**config.mk**
```make
export PLATFORM = sky130hd
export DESIGN_NAME = ascon_perm_core
export DESIGN_NICKNAME = d
export VERILOG_FILES = /design/src/rtl/ascon_pkg.sv /design/src/rtl/ascon_round.sv /design/src/rtl/ascon_perm_core.sv
export SDC_FILE = /design/constraint.sdc
export NUM_CORES = 1
export LEC_CHECK = 0
export ABC_AREA = 0
export BUFFER_PORTS_ARGS = -buffer_cell sky130_fd_sc_hd__buf_2
export CORE_AREA = 2 2 250 252
export CTS_BUF_LIST = sky130_fd_sc_hd__clkbuf_8 sky130_fd_sc_hd__clkbuf_16
export DETAILED_ROUTE_END_ITERATION = 10
export DIE_AREA = 0 0 252 254
export HOLD_SLACK_MARGIN = 0.02
export PLACE_DENSITY = 0.82
export RECOVER_POWER = 50
export SLEW_MARGIN = 10
export SYNTH_ARGS = -nofsm -noshare
export SYNTH_HDL_FRONTEND = slang
export SYNTH_SLANG_ARGS = --single-unit
```
**constraint.sdc**
```tcl
create_clock -name clk -period 2.5 [get_ports clk]
set_input_delay 0.125 -clock clk [delete_from_list [all_inputs] [get_ports clk]]
set_output_delay 0.125 -clock clk [all_outputs]
set_load 0.01 [all_outputs]
```
**src/rtl/ascon_pkg.sv**
```systemverilog
// ascon_pkg: shared types, round constants and helpers for the Ascon permutation core
package ascon_pkg;
    localparam int LANE_W = 64;
    typedef logic [4:0][63:0] state_t;
    typedef enum logic [1:0] {RS_12 = 2'b00, RS_8 = 2'b01, RS_6 = 2'b10, RS_12B = 2'b11} rounds_sel_e;
    typedef enum logic [1:0] {IDLE, RUN, DONE} fsm_e;
    localparam logic [11:0][7:0] RC = {8'h4B, 8'h5A, 8'h69, 8'h78, 8'h87, 8'h96,
                                       8'hA5, 8'hB4, 8'hC3, 8'hD2, 8'hE1, 8'hF0};
    function automatic logic [3:0] start_idx(input logic [1:0] sel);
        return (sel == RS_8) ? 4'd4 : (sel == RS_6) ? 4'd6 : 4'd0;
    endfunction
    // Indices past the table occur only outside RUN, where the round result is discarded
    function automatic logic [7:0] rc_at(input logic [3:0] i);
        return (i > 4'd11) ? 8'h00 : RC[i];
    endfunction
endpackage

```
**src/rtl/ascon_round.sv**
```systemverilog
// ascon_round: one combinational Ascon round (constant add, 5-bit S-box layer, linear diffusion)
module ascon_round import ascon_pkg::*; #(
    parameter int W = LANE_W
) (
    input  logic [4:0][W-1:0] state_i,
    input  logic [7:0]        rc_i,
    output logic [4:0][W-1:0] state_o
);
    logic [4:0][W-1:0] s, u, v;
    function automatic logic [W-1:0] ror(input logic [W-1:0] x, input int r);
        return (x >> r) | (x << (W - r));
    endfunction
    assign s = {state_i[4] ^ state_i[3], state_i[3], state_i[2] ^ state_i[1] ^ {{(W-8){1'b0}}, rc_i},
                state_i[1], state_i[0] ^ state_i[4]};
    for (genvar g = 0; g < 5; g++) begin : g_chi
        assign u[g] = s[g] ^ (~s[(g + 1) % 5] & s[(g + 2) % 5]);
    end
    assign v = {u[4], u[3] ^ u[2], ~u[2], u[1] ^ u[0], u[0] ^ u[4]};
    assign state_o = {v[4] ^ ror(v[4], 7) ^ ror(v[4], 41),
                      v[3] ^ ror(v[3], 10) ^ ror(v[3], 17),
                      v[2] ^ ror(v[2], 1) ^ ror(v[2], 6),
                      v[1] ^ ror(v[1], 61) ^ ror(v[1], 39),
                      v[0] ^ ror(v[0], 19) ^ ror(v[0], 28)};
endmodule

```
**src/rtl/ascon_perm_core.sv**
```systemverilog
// ascon_perm_core: iterative Ascon p^12/p^8/p^6 engine with start/done handshake.
// Define ASCON_PERM_UNROLL2_EN to evaluate two chained rounds per cycle.
module ascon_perm_core import ascon_pkg::*; #(
    parameter int W = LANE_W
) (
    input  logic              clk,
    input  logic              rst,
    input  logic              start,
    input  logic [1:0]        rounds_sel,
    input  logic [4:0][W-1:0] state_in,
    output logic              ready,
    output logic              busy,
    output logic              done,
    output logic [4:0][W-1:0] state_out
);
    fsm_e              fsm_q;
    logic [3:0]        idx_q;
    logic [4:0][W-1:0] state_q, state_d;
`ifdef ASCON_PERM_UNROLL2_EN
    localparam logic [3:0] STEP = 4'd2, LAST = 4'd10;
    logic [4:0][W-1:0] mid;
    ascon_round #(.W(W)) u_r0 (.state_i(state_q), .rc_i(rc_at(idx_q)), .state_o(mid));
    ascon_round #(.W(W)) u_r1 (.state_i(mid), .rc_i(rc_at(idx_q + 4'd1)), .state_o(state_d));
`else
    localparam logic [3:0] STEP = 4'd1, LAST = 4'd11;
    ascon_round #(.W(W)) u_r0 (.state_i(state_q), .rc_i(rc_at(idx_q)), .state_o(state_d));
`endif
    always_ff @(posedge clk) begin
        if (rst) begin
            fsm_q   <= IDLE;
            idx_q   <= '0;
            state_q <= '0;
        end else if (fsm_q == RUN) begin
            state_q <= state_d;
            idx_q   <= idx_q + STEP;
            if (idx_q == LAST) fsm_q <= DONE;
        end else if (start) begin
            state_q <= state_in;
            idx_q   <= start_idx(rounds_sel);
            fsm_q   <= RUN;
        end else begin
            fsm_q <= IDLE;
        end
    end
    assign busy      = (fsm_q == RUN);
    assign ready     = !busy;
    assign done      = (fsm_q == DONE);
    assign state_out = state_q;
endmodule

```
==> metrics.txt <==
drt wl/cell=29.83 um; max_slew headroom=43.60%; first-pass GRT wire length=223400 um; pins over their slew limit=0; DP Wirelength=125200 um; gr usage total=about 50%; CTS Buffer Depth=3; Net Count, Synth=3724; share of post-route cells with drive strength above 1=20.79%; crit path setup slack, layout=-0.007911 ns; CP Launch Type=register; worst-path maximum fanout=5; I/O pin cnt=648; Hold Path Class=in2reg; Distinct cells, synth=39; Worst-path clk slew=0.06 ns; Yosys warning count=0; RSZ-0062 raised after global routing=true; Post-Syn Instances=3277; final-stage net count=5060; failing checks=setup timing; Achievable Freq=398.7 MHz; Final Wtd Congestion=1.101; worst skew pair latency=0.60 ns; crit share post-route=100.3%; TritonCTS clock tree=yes; critical path class=reg2reg; number of synthesized flops with an enable pin=0; R2R depth=8; Synth Cell Area=28680 sq um; number of global-route vias before repair=between 30000 and 40000; synth top area cells=xnor2_1 27%, dfxtp_1 23%, xor2_1 7.1%; final hold vios=0; Fill cells=4971; Synth top area share=between 20 and 30%; gr ovfl total=0; initial antenna violation count=3; CP Capture Type=register; cell row count=between 90 and 100; crit path DAT=2.95 ns; H-tree levels=2; Clock Skew=0.02188 ns; final WL=162200 um; Residual DRC=0; DRT iter0 DRCs=4668; Synth area leader=xnor2_1; Setup-failing EPs final=1; asr flop ratio synth=0%; syn avg cell area=approximately 9 sq um; Die Ht=roughly 250 um; Most used DFF post-synth=dfxtp_1; via/cell ratio=6.006; clk sinks=334; dpl ws=-0.09263 ns; routed via count=between 30000 and 40000; Layout Utilization=between 60% and 70%; Yosys reg bits=334; minimum clock period after layout=about 2.5 ns; Worst-Margin Slew=between 0.8 and 0.9 ns; Seq/Total Area, Yosys=23.32%; largest net degree at the start of global routing=148; Data required, critical path=2.94 ns; Pre-antenna DRT Iters=6; Die W=252 um; initial core utilization=46.81%; CTS Buf Count=42; Max-Cap Viols=0; IO buf count=647; core area=61260 sq um; Final ANT Viol Nets=0; status=complete, but fails checks; Root Buffer=clkbuf_16; area grow syn2layout=41.07%; die area=64010 sq um; Worst Hold Depth=5
[state kept, by name (all words and copies together) (netlist names), named ones only]
name and count:
fsm_q 2, idx_q 4, state_out 320
[cells in the mapped netlist (2+ instances only)]
| cell | number |
|---|---|
| a2111oi_2 | 3 |
| a211oi_1 | 270 |
| a21boi_1 | 7 |
| a21oi_1 | 74 |
| a221oi_1 | 84 |
| a31oi_1 | 6 |
| and3_1 | 3 |
| buf_1 | 10 |
| buf_2 | 2 |
| clkbuf_1 | 162 |
| dfxtp_1 | 334 |
| ha_1 | 122 |
| inv_1 | 190 |
| maj3_1 | 56 |
| mux2i_1 | 91 |
| nand2_1 | 322 |
| nand2b_1 | 6 |
| nor2_1 | 134 |
| nor2b_1 | 42 |
| nor3_1 | 3 |
| o211a_1 | 123 |
| o21a_1 | 26 |
| o21ai_0 | 42 |
| xnor2_1 | 880 |
| xnor2_2 | 23 |
| xnor3_1 | 9 |
| xnor3_2 | 2 |
| xor2_1 | 234 |
| xor3_1 | 7 |
[final cells by class]
type	count	area (sq um)	share of cell area, %
sequential	334	6694	16.55
timing repair buffer	1466	9896	24.46
multi-input combinational	2577	20770	51.34
antenna	3	7.507	0.01856
tap	790	988.4	2.443
clock buffer	56	1277	3.158
inverter	192	728.2	1.800
clock inverter	21	93.84	0.2320
[stage by stage]
stage,hold WS (ns),cells,area (sq um),setup TNS [ns]
floorplan,0.2660,3277,28680,0
global placement,0.3785,5047,36320,-0.09855
detailed placement,0.3848,5047,36320,-0.1237
CTS,0.02050,5435,40830,0
global route,0.04833,5438,40450,-0.1165
finish,0.03246,5439,40450,-0.007911
[layout by cell type (no fill, tap or decap), types with 7 or more instances in the layout]
cell type and count:
xnor2_2 37, mux2i_1 91, o21ai_0 42, buf_2 389
buf_12 19, clkbuf_1 315, inv_1 202, buf_4 426
dfxtp_1 328, nand2_1 322, a21oi_1 74, xor3_1 7
clkinv_2 8, ha_1 122, xnor2_1 865, clkbuf_16 45
nor2b_1 42, xnor3_1 9, o211a_1 123, nor2_1 134
xor2_1 234, a211oi_1 266, clkbuf_8 11, o21a_1 26
maj3_1 56, dlygate4sd3_1 311, a221oi_1 84
[final timing paths]
path | startpoint | end | slack, ns
max reg2reg | state_out[236] | state_out[16] | -0.008
max | state_out[236] | state_out[16] | -0.008
min reg2reg | idx_q[3] | fsm_q[1] | 0.56
min | rounds_sel[1] | idx_q[2] | 0.03
[kinds of logic after synthesis]
logic type                 count (synthesis)  synth area share [%]
AOI/OAI and AO/OA                        638                 17.22
DFF                                      334                 23.32
xor gates and xnor gates                1158                 37.03
buffers and inverters                    366                 4.800
muxes                                     91                 3.177
and+or+nand+nor                          512                 7.178
adders and majority gates                178                 7.278
[worst max-delay path, cell delays in order, from the launching register on]
cell	delay, ns
dfxtp_1	0.43
inv_1	0.10
ha_1	0.34
xor2_1	0.18
xnor2_1	0.13
buf_4	0.16
xnor2_1	0.17
xnor2_1	0.67
a211oi_1	0.16
[routing by layer]
metal	wire, um	track usage [%]	vias to the layer above
li1	-	-	13780
met3	18320	11.54	813
met1	59790	58.96	15430
met5	16	0	-
met4	15690	36.82	2
met2	68410	74.83	2640
[repair_timing]
item,in CTS,in global routing
gates resized for setup,2,29
endpoints found under the hold margin,304,0
setup endpoints to repair,3,13
pin swaps,0,1
setup buffers,0,1
hold buffers,311,0
Power is not shown: default switching activity piles up to over one toggle a cycle in this logic, so the estimate is an artifact.
